==> src/rtl/mac_pkg.sv <==
// Shared constants and FSM state type for the triplet MAC transmit/check path.
package mac_pkg;

  localparam int unsigned MAC_W = 32;
  localparam int unsigned CNT_W = 16;

  typedef enum logic [1:0] {
    IDLE,
    SEND_A,
    SEND_B,
    SEND_C
  } tx_state_t;

endpackage

==> src/rtl/mac_exp_fifo.sv <==
// Expected-result FIFO: first-word fall-through read, registered full/empty flags.
module mac_exp_fifo
  import mac_pkg::*;
#(
  parameter int unsigned W     = MAC_W,
  parameter int unsigned DEPTH = 4
) (
  input  logic         clk,
  input  logic         rst_n,
  input  logic         push,
  input  logic [W-1:0] wr_data,
  input  logic         pop,
  output logic [W-1:0] rd_data,
  output logic         full,
  output logic         empty
);

  localparam int unsigned AW = $clog2(DEPTH);

  logic [W-1:0]  r_mem [DEPTH];
  logic [AW-1:0] r_wptr;
  logic [AW-1:0] r_rptr;
  logic [AW:0]   r_count;
  logic          r_full;
  logic          r_empty;
  logic          w_push;
  logic          w_pop;
  logic [AW:0]   w_count_nxt;

  assign w_push      = push && !r_full;
  assign w_pop       = pop && !r_empty;
  assign w_count_nxt = r_count + {{AW{1'b0}}, w_push} - {{AW{1'b0}}, w_pop};

  always_ff @(posedge clk) begin
    if (w_push) begin
      r_mem[r_wptr] <= wr_data;
    end
  end

  // Flags are computed from next occupancy so they stay registered.
  always_ff @(posedge clk or negedge rst_n) begin
    if (!rst_n) begin
      r_wptr  <= '0;
      r_rptr  <= '0;
      r_count <= '0;
      r_full  <= 1'b0;
      r_empty <= 1'b1;
    end else begin
      if (w_push) r_wptr <= r_wptr + 1'b1;
      if (w_pop)  r_rptr <= r_rptr + 1'b1;
      r_count <= w_count_nxt;
      r_full  <= (w_count_nxt == (AW+1)'(DEPTH));
      r_empty <= (w_count_nxt == '0);
    end
  end

  assign rd_data = r_mem[r_rptr];
  assign full    = r_full;
  assign empty   = r_empty;

endmodule

==> src/rtl/mac_triplet_tx.sv <==
// Serializes (a,b,c) triples onto a word stream and checks returned a*b+c results
// in order against a queue of expectations, keeping saturating statistics.
module mac_triplet_tx
  import mac_pkg::*;
#(
  parameter int unsigned W     = MAC_W,
  parameter int unsigned DEPTH = 4
) (
  input  logic             clk,
  input  logic             rst_n,
  input  logic             in_valid,
  output logic             in_ready,
  input  logic [W-1:0]     in_a,
  input  logic [W-1:0]     in_b,
  input  logic [W-1:0]     in_c,
  output logic             tx_valid,
  output logic [W-1:0]     tx_data,
  input  logic             res_valid,
  input  logic [W-1:0]     res_data,
  output logic             busy,
  output logic [CNT_W-1:0] match_cnt,
  output logic [CNT_W-1:0] mismatch_cnt,
  output logic             err
);

  tx_state_t        r_state;
  tx_state_t        w_state_nxt;
  logic [W-1:0]     r_a;
  logic [W-1:0]     r_b;
  logic [W-1:0]     r_c;
  logic             r_tx_valid;
  logic [W-1:0]     r_tx_data;
  logic             w_tx_valid_nxt;
  logic [W-1:0]     w_tx_data_nxt;
  logic             w_accept;
  logic             w_full;
  logic             w_empty;
  logic             w_pop;
  logic [W-1:0]     w_exp;
  logic [W-1:0]     w_exp_head;
  logic [CNT_W-1:0] r_match;
  logic [CNT_W-1:0] r_mismatch;
  logic             r_err;

  assign in_ready = ((r_state == IDLE) || (r_state == SEND_C)) && !w_full;
  assign w_accept = in_valid && in_ready;
  assign w_exp    = in_a * in_b + in_c;
  assign w_pop    = res_valid && !w_empty;

  mac_exp_fifo #(
    .W     (W),
    .DEPTH (DEPTH)
  ) u_exp_fifo (
    .clk     (clk),
    .rst_n   (rst_n),
    .push    (w_accept),
    .wr_data (w_exp),
    .pop     (w_pop),
    .rd_data (w_exp_head),
    .full    (w_full),
    .empty   (w_empty)
  );

  // Stream word is chosen from the next state so tx_data is a register that
  // already holds operand a on the accept edge.
  always_comb begin
    w_state_nxt   = r_state;
    w_tx_data_nxt = '0;
    case (r_state)
      IDLE:    if (w_accept) w_state_nxt = SEND_A;
      SEND_A:  w_state_nxt = SEND_B;
      SEND_B:  w_state_nxt = SEND_C;
      SEND_C:  w_state_nxt = w_accept ? SEND_A : IDLE;
      default: w_state_nxt = IDLE;
    endcase
    case (w_state_nxt)
      SEND_A:  w_tx_data_nxt = w_accept ? in_a : r_a;
      SEND_B:  w_tx_data_nxt = r_b;
      SEND_C:  w_tx_data_nxt = r_c;
      default: w_tx_data_nxt = '0;
    endcase
    w_tx_valid_nxt = (w_state_nxt != IDLE);
  end

  always_ff @(posedge clk or negedge rst_n) begin
    if (!rst_n) begin
      r_state    <= IDLE;
      r_a        <= '0;
      r_b        <= '0;
      r_c        <= '0;
      r_tx_valid <= 1'b0;
      r_tx_data  <= '0;
    end else begin
      r_state    <= w_state_nxt;
      r_tx_valid <= w_tx_valid_nxt;
      r_tx_data  <= w_tx_data_nxt;
      if (w_accept) begin
        r_a <= in_a;
        r_b <= in_b;
        r_c <= in_c;
      end
    end
  end

  // A result arriving with nothing outstanding counts as a mismatch.
  always_ff @(posedge clk or negedge rst_n) begin
    if (!rst_n) begin
      r_match    <= '0;
      r_mismatch <= '0;
      r_err      <= 1'b0;
    end else if (res_valid) begin
      if (!w_empty && (res_data == w_exp_head)) begin
        if (r_match != '1) r_match <= r_match + 1'b1;
      end else begin
        if (r_mismatch != '1) r_mismatch <= r_mismatch + 1'b1;
        r_err <= 1'b1;
      end
    end
  end

  assign tx_valid     = r_tx_valid;
  assign tx_data      = r_tx_data;
  assign busy         = (r_state != IDLE) || !w_empty;
  assign match_cnt    = r_match;
  assign mismatch_cnt = r_mismatch;
  assign err          = r_err;

endmodule

==> config.mk <==
export PLATFORM = sky130hd
export DESIGN_NAME = mac_triplet_tx
export DESIGN_NICKNAME = d
export VERILOG_FILES = /design/src/rtl/mac_pkg.sv /design/src/rtl/mac_exp_fifo.sv /design/src/rtl/mac_triplet_tx.sv
export SDC_FILE = /design/constraint.sdc
export NUM_CORES = 2
export LEC_CHECK = 0
export ABC_AREA = 1
export ABC_CLOCK_PERIOD_IN_PS = 4000
export CORE_MARGIN = 3
export CORE_UTILIZATION = 45
export CTS_CLUSTER_SIZE = 20
export DETAILED_ROUTE_END_ITERATION = 8
export GPL_TIMING_DRIVEN = 1
export PLACE_DENSITY = 0.69
export RECOVER_POWER = 100
export SETUP_SLACK_MARGIN = 0.5
export SLEW_MARGIN = 30
export SYNTH_ARGS = -nofsm -noshare
export SYNTH_HDL_FRONTEND = slang
export SYNTH_SLANG_ARGS = --single-unit
==> constraint.sdc <==
create_clock -name clk -period 4 [get_ports clk]
set_clock_uncertainty 0.15 [all_clocks]
set_input_delay 1.2 -clock clk [delete_from_list [all_inputs] [get_ports clk]]
set_output_delay 1.2 -clock clk [all_outputs]
set_load 0.005 [all_outputs]
==> impl_metrics.toml <==
[detailed_routing]
wl_per_cell_um = 18.9
vias = 26678
drtIter0Drc = 2267
via_per_inst = 5.13
route.detailed.drc = 0
wirelength_mm = 98.5
first_pass_iters = 6
antenna_left = 0

[clock_tree]
clk-insertion-delay-late_ns = 0.54
clkSlewWorstSetupHoldPaths_ns = 0.06
cts_num_sinks = 301
htree_levels = 2
clockBufferDepth = 3
cts_tree = "yes"
cts-buffers-inserted = 35
hold_buffers = 0
ctsRootBufferMaster = "clkbuf_16"

[min_path]
hold_path.class = "flip-flop to flip-flop"

[setup_path]
crit_arrival_ns = 7.33
cp-start-kind = "input pin"
crit_path_max_fanout = 8
endpoint_kind = "flip-flop"
cp_data_required_time_ns = 4.13
path_class = "input pin to flip-flop"

[grt]
grt-ovfl-total = 0
track_usage_pct = 27.8
antenna_found_initial = 0
grt_pass1_vias = 27770
grt_pass1_wl_mm = 153
grt_max_degree = 99

[yosys]
synth_async_sr_flop_share_pct = 57.5
synth_top_area_share_pct = 28.4
mappedNetlistArea_sq_um = 30900
yosys.area.top_type = "fa_1"
yosys_warnings = 0
ys_seq_elements = 301
synth-edff-count = 128
postSynthNetCount = 4502
ys_seq_area_share_pct = 26.5
synth.area.top_cells = "fa_1 28%, nand2_1 16%, dfrtp_1 14%"
synth_cell_types = 48
synth_cells = 3794
synth-main-ff-cell = "dfrtp_1"
synth_area_per_cell_sq_um = 8.14

[placement]
detailed_place_hpwl_mm = 69.9
gp_congestion = 0.941
port_buffers = 199

[die]
fp.dieH_um = 268
dieArea_sq_um = 71800
die_width_um = 268
initial_core_util_pct = 45.7
pin_count = 200
rows = 95
coreArea_sq_um = 67600

[timing]
hold_violations = 0
clock.fmax_mhz = 139
hold_ws_ns = 0.317
setup_violations = 113
max-slew-margin-rel_pct = -61.0
layout_worst_path_cycle_share_pct = 180
tightest_slew_ns = 2.41
maxSlewViolCount = 195
rsz0062_at_grt = "yes"
timing.final.crit_period_ns = 7.19
setup_ws_ns = -3.19

[cells_and_area]
drive_gt1_share_pct = 22.1
fillers = 5451
num_antenna_cells = 0
final_cell_mix = "1247 x nand2_1, 778 x inv_1, 393 x fa_1, 280 x buf_4, 171 x dfrtp_1"
final_common_cell = "nand2_1"
area_delta_synth_final_pct = 33.2
final-seq-area_sq_um = 8180
final_nets = 5013
multi_input_area_sq_um = 20700

[job]
max_cap_violations = 2

[outcome]
status = "complete, but fails checks"
violations = "max-capacitance violations, max-slew violations, negative setup slack"
## synthesized netlist by cell type, types with 17 or more instances
library cell / instances
a21oi_1: 31
nor3_1: 17
a31oi_1: 33
xor2_1: 50
edfxtp_1: 128
dfrtp_1: 172
nand2_1: 1329
o21ai_0: 45
nor2_1: 71
fa_1: 439
ha_1: 137
nand3_1: 121
nand4_1: 52
clkbuf_1: 137
xnor2_1: 27
inv_1: 883
## through the flow
step	instances	area (sq um)	worst slack, ns	util (%)	TNS, ns
floorplan	3794	32400	-3.27	-	-271.22
global placement	5003	36900	-3.97	54.6	-377.99
detailed placement	5003	36900	-4.09	54.6	-384.75
CTS	5176	40400	-3.15	59.8	-272.90
global route	5200	41200	-3.35	60.9	-306.66
finish	5200	41200	-3.19	60.9	-289.29
## metal layers
layer	global-route usage, %	share of wire [%]
met2	46.0	47
met3	5.38	8.4
met1	35.0	38
met5	0	0
met4	14.1	6.2
## path summary, 6_finish.rpt
kind / slack (ns) / startpoint / endpoint / cells past startpoint
worst max-delay path: -3.19 / in_b[1] / u_exp_fifo.r_mem[0][31] / 28
worst min-delay path: 0.32 / err / err / 1
worst max register to register: -0.08 / r_state[0] / tx_data[3] / 11
worst min register to register: 0.32 / err / err / 1
max in group asynchronous: 0.71 / rst_n / u_exp_fifo.r_rptr[0] / 2
min in group asynchronous: 1.19 / rst_n / match_cnt[7] / 1
## cell families after synthesis
group                      count (synthesis)  share of synthesized area [%]
AOI/OAI and AO/OA                        129                           2.35
xor gates and xnor gates                  78                           2.24
adders and majority gates                576                           34.0
buffers and inverters                   1063                           13.3
DFF                                      301                           26.5
and+or+nand+nor                         1647                           21.7
## sequential cells by signal, indices dropped and copies added (netlist names)
| signal | cells |
|---|---|
| r_state | 2 |
| tx_data | 32 |
| u_exp_fifo.r_mem | 128 |
| u_exp_fifo.empty | 1 |
| u_exp_fifo.r_count | 3 |
| err | 1 |
| r_a | 32 |
| r_c | 32 |
| u_exp_fifo.r_wptr | 2 |
| u_exp_fifo.r_rptr | 2 |
| match_cnt | 16 |
| mismatch_cnt | 16 |
| u_exp_fifo.full | 1 |
| tx_valid | 1 |
| r_b | 32 |
## critical path: stages
cell      delay, ns
buf_8          0.10
buf_12         0.12
buf_12         0.14
buf_12         0.12
buf_12         0.13
nand2_4        0.05
fa_1           0.44
fa_1           0.56
inv_1          0.05
fa_1           0.48
fa_1           0.54
fa_1           0.57
inv_2          0.04
fa_1           0.51
inv_2          0.05
fa_1           0.53
inv_2          0.05
fa_2           0.56
inv_2          0.06
ha_4           0.27
nand2_4        0.06
nor2_4         0.10
nand4_1        0.13
nand3b_1       0.20
inv_2          0.08
nor2_4         0.04
nand3_2        0.07
nand2_2        0.06
## area by class of cell
type	count	share of cell area, %
inverters	886	8.10
repair buffers	651	16.4
clock buffers	45	2.36
clock inverters	14	0.392
flip-flops and latches	301	19.9
multi-input cells	2430	50.3
well taps	873	2.65
## timing repair
| item | in CTS | in global routing |
|---|---|---|
| endpoints found under the setup margin | 121 | 130 |
| cloned | 21 | 0 |
| endpoints found under the hold margin | 0 | 0 |
| buffers inserted | 93 | 24 |
| gates resized for setup | 491 | 201 |
| pin swaps | 177 | 143 |
Power is not shown: default switching activity piles up to over one toggle a cycle in this logic, so the estimate is an artifact.
